### src/rtl/muldiv_if.sv
// EX-stage <-> multiply/divide unit command, hazard and HI/LO result signals.
interface muldiv_if #(
  parameter int unsigned WIDTH = 32
);
  logic             start;
  logic [2:0]       op;
  logic [WIDTH-1:0] src_a;
  logic [WIDTH-1:0] src_b;
  logic             read_req;
  logic             busy;
  logic             stall;
  logic             done;
  logic [WIDTH-1:0] hi;
  logic [WIDTH-1:0] lo;

  modport master (
    output start, op, src_a, src_b, read_req,
    input  busy, stall, done, hi, lo
  );

  modport slave (
    input  start, op, src_a, src_b, read_req,
    output busy, stall, done, hi, lo
  );
endinterface

### src/rtl/muldiv_unit.sv
// Iterative shift-add multiplier / restoring divider with HI/LO registers and a
// stall request for the pipeline hazard logic. One result bit per clock.
module muldiv_unit #(
  parameter int unsigned WIDTH = 32
) (
  input logic     i_clk,
  input logic     i_reset,
  muldiv_if.slave bus
);

  localparam int unsigned CW = $clog2(WIDTH + 1);
  localparam logic [CW-1:0] LAST = CW'(WIDTH - 1);

  localparam logic [1:0] S_IDLE = 2'd0;
  localparam logic [1:0] S_CALC = 2'd1;
  localparam logic [1:0] S_FIN  = 2'd2;

  logic [1:0]         r_state;
  logic [CW-1:0]      r_cnt;
  logic [2*WIDTH-1:0] r_acc;
  logic [WIDTH-1:0]   r_opnd;
  logic               r_is_div;
  logic               r_neg_lo;
  logic               r_neg_hi;
  logic               r_divz;
  logic               r_done;
  logic [WIDTH-1:0]   r_hi;
  logic [WIDTH-1:0]   r_lo;

  logic               w_busy;
  logic               w_signed;
  logic               w_sa;
  logic               w_sb;
  logic [WIDTH-1:0]   w_mag_a;
  logic [WIDTH-1:0]   w_mag_b;
  logic               w_is_arith;
  logic               w_is_mt;
  logic [WIDTH:0]     w_mul_sum;
  logic [2*WIDTH-1:0] w_mul_acc;
  logic [WIDTH:0]     w_rem_sh;
  logic               w_ge;
  logic [WIDTH-1:0]   w_trial;
  logic [2*WIDTH-1:0] w_div_acc;
  logic [2*WIDTH-1:0] w_prod;
  logic [WIDTH-1:0]   w_quo;
  logic [WIDTH-1:0]   w_rem;

  // Command decode and operand magnitudes (op[0] set = unsigned variant).
  always_comb begin
    w_is_arith = ~bus.op[2];
    w_is_mt    = bus.op[2] & ~bus.op[1];
    w_signed   = ~bus.op[0];
    w_sa       = w_signed & bus.src_a[WIDTH-1];
    w_sb       = w_signed & bus.src_b[WIDTH-1];
    w_mag_a    = w_sa ? -bus.src_a : bus.src_a;
    w_mag_b    = w_sb ? -bus.src_b : bus.src_b;
  end

  // Multiply: acc = {partial, multiplier}; add multiplicand on LSB, shift right.
  always_comb begin
    w_mul_sum = {1'b0, r_acc[2*WIDTH-1:WIDTH]} + (r_acc[0] ? {1'b0, r_opnd} : '0);
    w_mul_acc = {w_mul_sum, r_acc[WIDTH-1:1]};
  end

  // Divide: acc = {remainder, dividend/quotient}; shift left, trial subtract.
  always_comb begin
    w_rem_sh  = r_acc[2*WIDTH-1:WIDTH-1];
    w_ge      = w_rem_sh >= {1'b0, r_opnd};
    w_trial   = w_rem_sh[WIDTH-1:0] - r_opnd;
    w_div_acc = {(w_ge ? w_trial : w_rem_sh[WIDTH-1:0]), r_acc[WIDTH-2:0], w_ge};
  end

  always_comb begin
    w_prod = r_neg_lo ? -r_acc : r_acc;
    w_quo  = r_acc[WIDTH-1:0];
    w_rem  = r_acc[2*WIDTH-1:WIDTH];
    if (r_divz)        w_quo = '1;
    else if (r_neg_lo) w_quo = -r_acc[WIDTH-1:0];
    if (r_neg_hi)      w_rem = -r_acc[2*WIDTH-1:WIDTH];
  end

  always_ff @(posedge i_clk) begin
    if (i_reset) begin
      r_state  <= S_IDLE;
      r_cnt    <= '0;
      r_acc    <= '0;
      r_opnd   <= '0;
      r_is_div <= 1'b0;
      r_neg_lo <= 1'b0;
      r_neg_hi <= 1'b0;
      r_divz   <= 1'b0;
      r_done   <= 1'b0;
      r_hi     <= '0;
      r_lo     <= '0;
    end else begin
      r_done <= 1'b0;
      case (r_state)
        S_IDLE: begin
          if (bus.start && w_is_mt) begin
            if (bus.op[0]) r_lo <= bus.src_a;
            else           r_hi <= bus.src_a;
          end else if (bus.start && w_is_arith) begin
            r_is_div <= bus.op[1];
            r_acc    <= {{WIDTH{1'b0}}, (bus.op[1] ? w_mag_a : w_mag_b)};
            r_opnd   <= bus.op[1] ? w_mag_b : w_mag_a;
            r_neg_lo <= w_sa ^ w_sb;
            r_neg_hi <= bus.op[1] & w_sa;
            r_divz   <= bus.op[1] & (bus.src_b == '0);
            r_cnt    <= '0;
            r_state  <= S_CALC;
          end
        end
        S_CALC: begin
          r_acc <= r_is_div ? w_div_acc : w_mul_acc;
          r_cnt <= r_cnt + 1'b1;
          if (r_cnt == LAST) begin
            r_state <= S_FIN;
            r_done  <= 1'b1;
          end
        end
        S_FIN: begin
          if (r_is_div) begin
            r_lo <= w_quo;
            r_hi <= w_rem;
          end else begin
            r_lo <= w_prod[WIDTH-1:0];
            r_hi <= w_prod[2*WIDTH-1:WIDTH];
          end
          r_state <= S_IDLE;
        end
        default: r_state <= S_IDLE;
      endcase
    end
  end

  assign w_busy    = (r_state != S_IDLE);
  assign bus.busy  = w_busy;
  assign bus.stall = w_busy & (bus.start | bus.read_req);
  assign bus.done  = r_done;
  assign bus.hi    = r_hi;
  assign bus.lo    = r_lo;

endmodule

### src/flat_wrapper.sv
// flat-port wrapper written by rule: the top's interface ports become plain ports
module muldiv_unit_flat 
#(
  parameter int unsigned WIDTH = 32
)
  (i_clk, i_reset, bus_start, bus_op, bus_src_a, bus_src_b, bus_read_req, bus_busy, bus_stall, bus_done, bus_hi, bus_lo);
  muldiv_if #(.WIDTH(WIDTH)) bus_i ();
  input logic i_clk;
  input logic i_reset;
  input wire logic [$bits(bus_i.start)-1:0] bus_start;
  input wire logic [$bits(bus_i.op)-1:0] bus_op;
  input wire logic [$bits(bus_i.src_a)-1:0] bus_src_a;
  input wire logic [$bits(bus_i.src_b)-1:0] bus_src_b;
  input wire logic [$bits(bus_i.read_req)-1:0] bus_read_req;
  output wire logic [$bits(bus_i.busy)-1:0] bus_busy;
  output wire logic [$bits(bus_i.stall)-1:0] bus_stall;
  output wire logic [$bits(bus_i.done)-1:0] bus_done;
  output wire logic [$bits(bus_i.hi)-1:0] bus_hi;
  output wire logic [$bits(bus_i.lo)-1:0] bus_lo;
  assign bus_i.start = bus_start;
  assign bus_i.op = bus_op;
  assign bus_i.src_a = bus_src_a;
  assign bus_i.src_b = bus_src_b;
  assign bus_i.read_req = bus_read_req;
  assign bus_busy = bus_i.busy;
  assign bus_stall = bus_i.stall;
  assign bus_done = bus_i.done;
  assign bus_hi = bus_i.hi;
  assign bus_lo = bus_i.lo;
  muldiv_unit #(.WIDTH(WIDTH)) u_core (.i_clk(i_clk), .i_reset(i_reset), .bus(bus_i));
endmodule
### config.mk
export PLATFORM = sky130hd
export DESIGN_NAME = muldiv_unit_flat
export DESIGN_NICKNAME = d
export VERILOG_FILES = /design/src/rtl/muldiv_if.sv /design/src/rtl/muldiv_unit.sv /design/src/flat_wrapper.sv
export SDC_FILE = /design/constraint.sdc
export NUM_CORES = 1
export LEC_CHECK = 0
export CORE_ASPECT_RATIO = 1.2
export CORE_UTILIZATION = 50
export CTS_CLUSTER_DIAMETER = 60
export DETAILED_ROUTE_END_ITERATION = 12
export PLACE_DENSITY = 0.71
export SYNTH_ARGS = -nofsm -noshare
export SYNTH_HDL_FRONTEND = slang
export SYNTH_SLANG_ARGS = --single-unit
### constraint.sdc
create_clock -name i_clk -period 5 [get_ports i_clk]
set_input_delay 0.75 -clock i_clk [delete_from_list [all_inputs] [get_ports i_clk]]
set_output_delay 0.75 -clock i_clk [all_outputs]
set_load 0.02 [all_outputs]
# After elaboration in Yosys (flattened, before gate mapping)
# Cells that the tools add are included.
[totals]
ff_bits = 173
in_bits = 71
[classes]
add_sub_neg = 8
order_cmp = 1
eq_ne = 9
muxes = 30
bitwise = 13
n_reduce_logical = 13
[ops]
columns = ["cell", "n"]
rows = [
  ["$mux 32", 15],
  ["$mux 64", 4],
  ["$neg 32->32", 4],
  ["$pmux 32 s2", 2],
  ["$pmux 64 s2", 1],
  ["$neg 64->64", 1],
  ["$add 32x33->33", 1],
  ["$ge 33x32->1", 1],
  ["$logic_not 32->1", 1],
  ["$sub 32x32->32", 1],
  ["$reduce_and 3->1", 5],
  ["$mux 6", 2],
  ["$pmux 6 s2", 1],
  ["$add 6x1->6 const B", 1],
  ["$and 1x1->1", 6],
  ["$eq 6x5->1 const B", 1],
  ["$mux 2", 3],
  ["$ne 2x1->1 const B", 3],
  ["$ne 2x2->1 const B", 3],
  ["$reduce_bool 2->1", 3],
  ["$not 1->1", 5],
  ["$pmux 2 s2", 1],
  ["$eq 2x1->1 const B", 1],
  ["$eq 2x2->1 const B", 1],
  ["6 further kinds", 7],
]

# Depth between registers and ports, before layout
# Gate-level depths: netlist (run 1).
[logic_depth]
ltp_word = 7
mapped_depth = 14
depth_no_buf = 13

# Worst setup path before layout (run 1)
# OpenSTA, ideal clock, no wires.
[synth_path]
kind = "register to register"
startpoint = "register u_core.r_acc[0]"
endpoint = "register u_core.r_acc[60]"
setup_ns = 0.127
arrival_time_ns = 3.258
required_ns = 4.873
path_slack_ns = 1.615
stages_incl_launch_ff = 14
period_less_slack_ns = 3.385
path_cell_list = "dfxtp_1 -> inv_1 -> clkbuf_1 -> nor2_1 -> ha_1 -> a21o_1 -> a31oi_1 -> o211ai_1 -> a221o_1 -> a211oi_1 -> a2111oi_0 -> o31ai_1 -> a211oi_1 -> or3_1"
[synth_via]
elab_chain_len = 4
[synth_rtl]
columns = ["item", "line_no", "text"]
rows = [
  ["start: declaration", "muldiv_unit.sv:20", "logic [2*WIDTH-1:0] r_acc;"],
  ["start signal: assignment", "muldiv_unit.sv:104", "r_acc <= {{WIDTH{1'b0}}, (bus.op[1] ? w_mag_a : w_mag_b)};"],
  ["start signal: assignment", "muldiv_unit.sv:114", "r_acc <= r_is_div ? w_div_acc : w_mul_acc;"],
  ["$mux 32", "muldiv_unit.sv:61", "w_mul_sum = {1'b0, r_acc[2*WIDTH-1:WIDTH]} + (r_acc[0] ? {1'b0, r_opnd} : '0);"],
  ["$add 32x33->33", "muldiv_unit.sv:61", ""],
  ["$mux 64", "muldiv_unit.sv:114", ""],
  ["$pmux 64 s2", "muldiv_unit.sv:97", "case (r_state)"],
]
# Every way passes these cells.
# A chain may end at the register's enable or synchronous reset.

# Worst setup path in the final report (run 1)
# Same ends and word-level chain as after synthesis.

==> flow_summary_export.csv, run 1 <==
group,metric,value,unit
finish,layout_common_cells,"nor2_1, dfxtp_1, nand2_1",
synthesis,synth_cell_types,86,
routing,wl,56360,um
finish,drive_gt1_frac,0.05995,
routing,vias,15610,
setup_path,slowest_delay,0.70,ns
global_route,grt_max_degree,82,
finish,final_cells,2421,
sta,timing.fmax,251.4,MHz
power_and_ir_drop,p_leak,6.340,nW
power_and_ir_drop,seqPwrFrac,0.366,
sta,finalSetupTns,0,ns
floorplan,core-area,28670,um^2
sta,drv_slew,0,
synthesis,synth-async-reset-ratio,0,
placement,place_inst,2389,
synthesis,synthAdderAreaFrac,0.06200,
synthesis,synthSimpleGateAreaFrac,0.2082,
power_and_ir_drop,power.density,247.3,nW/um^2
global_route,first_global_vias,14550,
sta,final_hold_viol_count,0,
sta,period_share,0.7955,
power_and_ir_drop,power.share.clock,0.336,
routing,first_iter_violations,1844,
synthesis,syn_area,14570,um^2
setup_path,setup.worst_path.start_class,"register",
setup_path,reg2reg_slack,1.02,ns
cts,cts_sinks,173,
power_and_ir_drop,switchingPower,1.514,mW
synthesis,synthCells,1960,
synthesis,synth.avg_cell_area,7.434,um^2
floorplan,fp-row-count,68,
sta,post-route-min-period,3.978,ns
global_route,met2_usage,0.6289,
routing,avgViaCountPerCell,6.449,
floorplan,die_x,157.8,um
global_route,grt_pass1_wl,84700,um
routing,ant_nets,0,
cts,htree_levels,4,
placement,place.gp.congestion,0.9909,
cts,hold_buffers,0,
cts,clk_pin_slew_worst_paths,0.08,ns
hold_path,hold_path_depth,2,
global_route,grtUsageTotal,0.3761,
setup_path,cp.arrival,4.31,ns
floorplan,ioPinCount,138,
power_and_ir_drop,peakVddDrop,161.8,uV
routing,dr.pass1.iters,6,
finish,nNetsFinal,2165,
synthesis,synth_nets,2102,
routing,wl_per_cell,23.28,um
synthesis,synth_top_family_by_area,"compound AO/OA/AOI/OAI gates",
global_route,use_met1,0.4436,
setup_path,crit_chain,"inv_1 -> buf_4 -> nor2_1 -> ha_1 -> nand4_1 -> nor2_1 -> nand3_1 -> a21oi_1 -> a211oi_1 -> buf_4 -> a2111oi_0 -> o31ai_1 -> and4_1 -> or3_1",
floorplan,fp.dieH,189,um
setup_path,reg2reg_depth,14,
global_route,grt_antenna_before_repair,0,
cts,postCtsSetupBuffers,0,
outcome,status,"finished clean",
synthesis,synth.area.top_cells,"dfxtp_1, nor2_1, ha_1",
synthesis,synth_edf_count,0,
global_route,use_met3,0.05768,
synthesis,ys_seq_elements,173,
synthesis,synth_compound_area_frac,0.2811,
sta,setup_violations,0,
placement,io_buffers,137,
job,drv_cap,0,
sta,slew_headroom,0.2381,
synthesis,muxShareOfSynthArea,0.06295,
setup_path,worst-setup-path-type,"register to register",
cts,clockBufferDepth,2,
cts,cts_inserted_buffers,17,
finish,syn2layout_area_growth,15.40,%
setup_path,end_kind,"register",
synthesis,ys_warn_count,0,
synthesis,yosysSeqAreaShare,0.2377,
hold_path,hp-class,"register to register",
synthesis,synth-xor-area-share,0.09317,
power_and_ir_drop,total_power,4.158,mW
global_route,grt_busiest_layer,"met2",
cts,cts_tree,"done",
sta,tightest_slew,1.141,ns
routing,drc,0,
synthesis,ys.flop_type,"dfxtp_1",
floorplan,die_area,29830,um^2
finish,final_common_cell,"nor2_1",
floorplan,start_util,0.5082,
setup_path,cp_max_fo,19,
cts,root_buffer,"clkbuf_16",
setup_path,crit_required,5.34,ns
sta,clock_skew,0.01546,ns
power_and_ir_drop,intPower,2.644,mW
power_and_ir_drop,pwr-share-comb,0.298,
global_route,grt_overflow,0,
power_and_ir_drop,switching_share,0.3642,
synthesis,synth_top_area_frac,0.2377,
synthesis,synth_top_area_cell,"dfxtp_1",
placement,post-dp-hpwl,42330,um
sta,grt_setup_unrepaired,"false",
setup_path,slowest_stage,"a2111oi_0",
cts,cts_resized,0,
cts,worstSkewPairLatency,0.45,ns
[final timing paths]
path                                   startpoint                 to
worst min-delay path            u_core.r_opnd[25]  u_core.r_opnd[25]
worst max register to register    u_core.r_acc[0]   u_core.r_acc[60]
worst max-delay path              u_core.r_acc[0]   u_core.r_acc[60]
worst min register to register  u_core.r_opnd[25]  u_core.r_opnd[25]
[power by group through the flow]
stage	Combinational (mW)	Sequential (mW)	Clock (mW)
2_1_floorplan	0.797	1.52	0
3_3_place_gp	1.19	1.55	0
3_5_place_dp	1.20	1.55	0
4_1_cts	1.20	1.52	1.39
5_1_grt	1.32	1.53	1.45
6_report	1.24	1.52	1.40
[registers in the layout (all words and copies together), names as in the netlist]
signal / cells
u_core.r_acc: 64
u_core.bus.hi: 32
u_core.bus.lo: 32
u_core.r_opnd: 32
u_core.r_cnt: 6
u_core.r_state: 2
u_core.bus.done: 1
u_core.r_divz: 1
u_core.r_is_div: 1
u_core.r_neg_hi: 1
u_core.r_neg_lo: 1
[worst max-delay path: cells and delay by family (launching register included)]
kind,cells,cell delay [ns]
simple gates,6,1.10
buf+inv,3,0.99
fa+ha+maj,1,0.32
flops,1,0.36
compound gates,4,1.08
[routing by layer]
layer  up-vias  part of all wire
met3       187             0.064
met5         -                 0
met2       717              0.48
met4         0             0.069
met1      7418              0.39
li1       7290                 -
[cell families (layout without fill, tap and decap cells)]
group                      Yosys count  in the layout
buffers and inverters              204            279
xor gates and xnor gates           155            155
DFF                                173            173
muxes                               91             91
adders and majority gates           71             71
AOI/OAI and AO/OA                  610            610
other                                0              1
and+or+nand+nor                    656            656
[cell usage after synthesis (6+ instances only)]
cell type / n
a2111oi_0: 24
a211o_1: 11
a211oi_1: 34
a21boi_0: 8
a21o_1: 27
a21oi_1: 164
a221oi_1: 34
a22oi_1: 15
a31oi_1: 16
a32oi_1: 7
and2_1: 6
and3_1: 9
buf_1: 12
buf_2: 7
clkbuf_1: 111
dfxtp_1: 173
ha_1: 69
inv_1: 67
mux2i_1: 86
nand2_1: 171
nand2b_1: 15
nand3_1: 37
nand4_1: 12
nor2_1: 268
nor2b_1: 14
nor3_1: 42
nor4_1: 17
o211ai_1: 37
o21a_1: 14
o21ai_0: 112
o221a_2: 8
o31ai_1: 22
o41ai_1: 11
or2_2: 6
or3_1: 16
or4_1: 14
xnor2_1: 80
xor2_1: 75
[layout make-up]
cell class / count / area (um^2)
sequential: 173 / 3465
inverter: 69 / 259.0
antenna: 1 / 2.502
tap: 385 / 481.7
clock inverter: 13 / 153.9
multi-input combinational: 1583 / 10330
clock buffer: 18 / 429.2
fill: 2733 / 11860
timing repair buffer: 179 / 1692
[per-stage QoR]
| step | setup slack [ns] | cell area [um^2] | hold WS [ns] | utilization |
|---|---|---|---|---|
| 3_5_place_dp | 1.076 | 16230 | 0.4494 | 0.5660 |
| 6_report | 1.022 | 16810 | 0.4603 | 0.5864 |
| 2_1_floorplan | 1.615 | 14570 | 0.4319 | - |
| 5_1_grt | 0.6080 | 16810 | 0.4768 | 0.5863 |
| 4_1_cts | 1.074 | 16810 | 0.4590 | 0.5863 |
| 3_3_place_gp | 1.116 | 16230 | 0.4417 | 0.5660 |
Note: power is estimated with default switching activity, not from simulation.
==> run 2: changes to the inputs <==
Clock period 5 ns to 4 ns, I/O delays scaled along.
==> flow_summary_export.csv, run 2 (synthesis gave the netlist of run 1 again) <==
group,metric,value,unit
finish,largest_register,"u_core.r_acc",
floorplan,die_x,157.8,um
routing,vias,15720,
floorplan,ioPinCount,138,
setup_path,setup.worst_path.start_class,"register",
finish,drive_gt1_frac,0.08029,
finish,n_fill_cell,2695,
finish,antennaDiodeCount,0,
placement,io_buffers,137,
global_route,grt_antenna_before_repair,0,
setup_path,cp.arrival,3.97,ns
cts,clk_pin_slew_worst_paths,0.07,ns
placement,post-dp-hpwl,43750,um
floorplan,fp-row-count,68,
routing,wl_per_cell,23.19,um
finish,largest_reg_flops,64,
routing,drc,0,
hold_path,hp-class,"register to register",
cts,cts_tree,"done",
routing,wl,57160,um
floorplan,fp.dieH,189,um
sta,grt_setup_unrepaired,"false",
power_and_ir_drop,p_leak,6.560,nW
global_route,first_global_vias,14640,
global_route,grtUsageTotal,0.3827,
finish,syn2layout_area_growth,17.70,%
sta,final_hold_viol_count,0,
cts,worstSkewPairLatency,0.44,ns
routing,avgViaCountPerCell,6.377,
job,drv_cap,0,
cts,htree_levels,4,
setup_path,end_kind,"register",
cts,clockBufferDepth,2,
routing,ant_nets,0,
power_and_ir_drop,peakVddDrop,255.6,uV
setup_path,crit_required,4.32,ns
floorplan,core-area,28670,um^2
sta,drv_slew,0,
sta,finalSetupTns,0,ns
cts,root_buffer,"clkbuf_16",
sta,period_share,0.9105,
power_and_ir_drop,power.density,305.0,nW/um^2
power_and_ir_drop,total_power,5.230,mW
finish,final_common_cell,"nor2_1",
global_route,grt_pass1_wl,86060,um
sta,clock_skew,0.01103,ns
sta,post-route-min-period,3.642,ns
setup_path,cp_max_fo,8,
sta,tightest_slew,1.074,ns
floorplan,die_area,29830,um^2
setup_path,worst-setup-path-type,"register to register",
outcome,status,"finished clean",
finish,nNetsFinal,2209,
sta,timing.fmax,274.6,MHz
placement,place.gp.congestion,1.003,
floorplan,start_util,0.5082,
routing,first_iter_violations,1590,
global_route,grt_overflow,0,
global_route,grt_max_degree,86,
finish,layout_common_cells,"nor2_1, dfxtp_1, nand2_1",
routing,dr.pass1.iters,6,
cts,postCtsSetupBuffers,0,
sta,setup_violations,0,
cts,cts_inserted_buffers,17,
cts,cts_sinks,173,
sta,slew_headroom,0.2838,
-- run 2: path summary, 6_finish.rpt --
| path | depth (start not counted) | endpoint | start | slack [ns] |
|---|---|---|---|---|
| setup / recovery | 11 | u_core.bus.hi[26] | u_core.r_acc[33] | 0.36 |
| hold / removal | 2 | u_core.r_opnd[6] | u_core.r_opnd[6] | 0.46 |
| setup reg to reg | 11 | u_core.bus.hi[26] | u_core.r_acc[33] | 0.36 |
| hold reg to reg | 2 | u_core.r_opnd[6] | u_core.r_opnd[6] | 0.46 |
-- run 2: final cells by class --
| class | count | area (um^2) | area share |
|---|---|---|---|
| multi-input combinational | 1583 | 10330 | 0.6023 |
| sequential | 173 | 3465 | 0.2020 |
| timing repair buffer | 223 | 2022 | 0.1179 |
| tap | 385 | 481.7 | 0.02809 |
| clock buffer | 20 | 456.7 | 0.02663 |
| inverter | 69 | 262.8 | 0.01532 |
| clock inverter | 12 | 132.6 | 0.007734 |
-- run 2: power by group --
| group | total, mW | internal, mW | leakage (nW) | switching (mW) |
|---|---|---|---|---|
| registers | 1.90 | 1.80 | 1.41 | 0.104 |
| logic | 1.58 | 0.603 | 4.87 | 0.978 |
| clock network | 1.75 | 0.960 | 0.284 | 0.788 |
| total | 5.23 | 3.36 | 6.56 | 1.87 |
-- run 2: timing repair --
action / 4_1_cts / 5_1_grt
resized for setup: 0 / 1
hold buffers: 0 / 0
setup endpoints to repair: 0 / 1
-- run 2: per-layer routing --
layer,vias up,share of wire,track usage
li1,7384,-,-
met1,7426,0.39,0.4584
met2,724,0.47,0.6308
met3,185,0.061,0.04303
met4,0,0.079,0.2745
met5,-,0,0
-- run 2: worst max-delay path: stages (launching register included) --
cell and delay, ns:
dfxtp_1 0.41, inv_1 0.18, ha_1 0.22, or3b_1 0.42
nor4_2 0.31, nand3b_1 0.25, or2_1 0.32, or4_1 0.45
nand2b_1 0.23, o21ai_1 0.18, xor2_1 0.16, a2111oi_0 0.40
-- run 2: through the flow --
stage	std cells	instance area (um^2)	hold WS, ns	setup WS, ns	utilization
global placement	2433	16560	0.4393	0.3642	0.5774
CTS	2465	17150	0.4572	0.3274	0.5980
floorplan	1960	14570	0.4319	0.6152	-
global route	2465	17150	0.4712	0.1283	0.5981
finish	2465	17150	0.4573	0.3579	0.5981
detailed placement	2433	16560	0.4475	0.3426	0.5774
==> run 3: changes to the inputs <==
Settings changed: CORE_UTILIZATION 50 to 58, PLACE_DENSITY 0.71 to 0.81.
==> flow_summary_export.csv, run 3 (synthesis gave the netlist of run 1 again) <==
group,metric,value,unit
global_route,grt_pass1_wl,85360,um
routing,drc,0,
sta,finalSetupTns,0,ns
setup_path,end_kind,"register",
cts,clk_pin_slew_worst_paths,0.07,ns
power_and_ir_drop,p_leak,6.526,nW
cts,htree_levels,4,
job,drv_cap,0,
floorplan,fp-row-count,63,
setup_path,worst-setup-path-type,"register to register",
floorplan,ioPinCount,138,
sta,slew_headroom,0.3206,
setup_path,cp.arrival,4.07,ns
placement,io_buffers,137,
finish,fin_area,17010,um^2
floorplan,die_area,25760,um^2
power_and_ir_drop,power.density,302.6,nW/um^2
global_route,first_global_vias,15100,
sta,setup_violations,0,
setup_path,crit_required,4.31,ns
sta,grt_setup_unrepaired,"false",
setup_path,reg2reg_slack,0.24,ns
outcome,status,"finished clean",
sta,tightest_slew,1.019,ns
placement,post-dp-hpwl,42490,um
finish,nNetsFinal,2205,
global_route,grtUsageTotal,0.4303,
finish,antennaDiodeCount,0,
routing,ant_nets,0,
cts,hold_buffers,0,
routing,wl_per_cell,23.35,um
setup_path,setup.worst_path.start_class,"register",
sta,post-route-min-period,3.758,ns
finish,largest_register,"u_core.r_acc",
cts,cts_inserted_buffers,17,
routing,wl,56080,um
sta,clock_skew,0.01502,ns
routing,dr.pass1.iters,7,
finish,syn2layout_area_growth,16.76,%
power_and_ir_drop,peakVddDrop,337.9,uV
hold_path,hp-class,"register to register",
cts,cts_sinks,173,
cts,cts_tree,"done",
global_route,grt_max_degree,95,
setup_path,crit_chain,"inv_1 -> nor2_1 -> ha_1 -> a21o_1 -> a31oi_1 -> o211ai_1 -> a221o_1 -> a211oi_1 -> buf_4 -> a2111oi_0 -> o31ai_1 -> and4_1 -> or3_1",
cts,clockBufferDepth,2,
sta,drv_slew,0,
sta,period_share,0.9395,
floorplan,die_x,146.7,um
finish,largest_reg_flops,64,
finish,layout_common_cells,"nor2_1, dfxtp_1, nand2_1",
global_route,grt_overflow,0,
cts,worstSkewPairLatency,0.44,ns
cts,postCtsSetupBuffers,0,
finish,finish.utilization,0.6895,
setup_path,cp_max_fo,19,
cts,cts_resized,0,
placement,dpl_cell_area,16440,um^2
routing,vias,16140,
sta,timing.fmax,266.1,MHz
cts,root_buffer,"clkbuf_16",
setup_path,slowest_stage,"a2111oi_0",
floorplan,fp.dieH,175.6,um
global_route,grt_antenna_before_repair,0,
finish,drive_gt1_frac,0.07803,
floorplan,core-area,24670,um^2
routing,first_iter_violations,1712,
setup_path,slowest_delay,0.60,ns
routing,avgViaCountPerCell,6.724,
sta,final_hold_viol_count,0,
floorplan,start_util,0.5905,
finish,final_common_cell,"nor2_1",
placement,place.gp.congestion,1.011,
-- run 3: changes by cell type in the layout (fill, tap and decap cells not counted), sizes merged --
cell | previous run | this run
inv | 71 | 73
buf | 88 | 84
clkbuf | 20 | 19
clkinvlp | 4 | 2
bufinv | 2 | 0
clkinv | 4 | 7
-- run 3: metrics by stage --
stage	worst slack (ns)	hold WS, ns	cells	power (mW)
floorplan	0.6152	0.4319	1960	2.902
global placement	0.3795	0.4379	2369	3.425
detailed placement	0.3585	0.4469	2369	3.450
CTS	0.3485	0.4543	2401	5.083
global route	0.02772	0.4792	2401	5.326
finish	0.2419	0.4568	2401	5.148
-- run 3: critical path, delay by kind of cell, from the launching register on --
kind | cells | cell delay [ns]
adders and majority gates | 1 | 0.41
and+or+nand+nor | 3 | 0.69
AOI/OAI and AO/OA | 7 | 1.53
buffers and inverters | 2 | 0.71
DFF | 1 | 0.31
-- run 3: routing by layer --
| metal | GRT usage | share of wire |
|---|---|---|
| met1 | 0.4947 | 0.36 |
| met2 | 0.7141 | 0.47 |
| met3 | 0.06286 | 0.080 |
| met4 | 0.3442 | 0.088 |
| met5 | 0 | 0 |
-- run 3: where the power goes --
group	switching (mW)	leakage (nW)	internal (mW)	total (mW)
Combinational	0.979	4.84	0.597	1.58
Clock	0.831	0.274	0.842	1.67
Sequential	0.102	1.41	1.80	1.90
-- run 3: layout make-up --
type	instances	area, um^2
multi-input cells	1583	10330
fillers	2079	7660
flip-flops and latches	173	3465
repair buffers	219	1979
clock buffers	19	442.9
well taps	325	406.6
inverters	69	259.0
clock inverters	13	131.4
-- run 3: final timing paths --
path,start,end,cells after the start
worst max-delay path,u_core.r_acc[0],u_core.r_acc[60],13
worst min register to register,u_core.r_opnd[30],u_core.r_opnd[30],2
worst min-delay path,u_core.r_opnd[30],u_core.r_opnd[30],2
worst max register to register,u_core.r_acc[0],u_core.r_acc[60],13
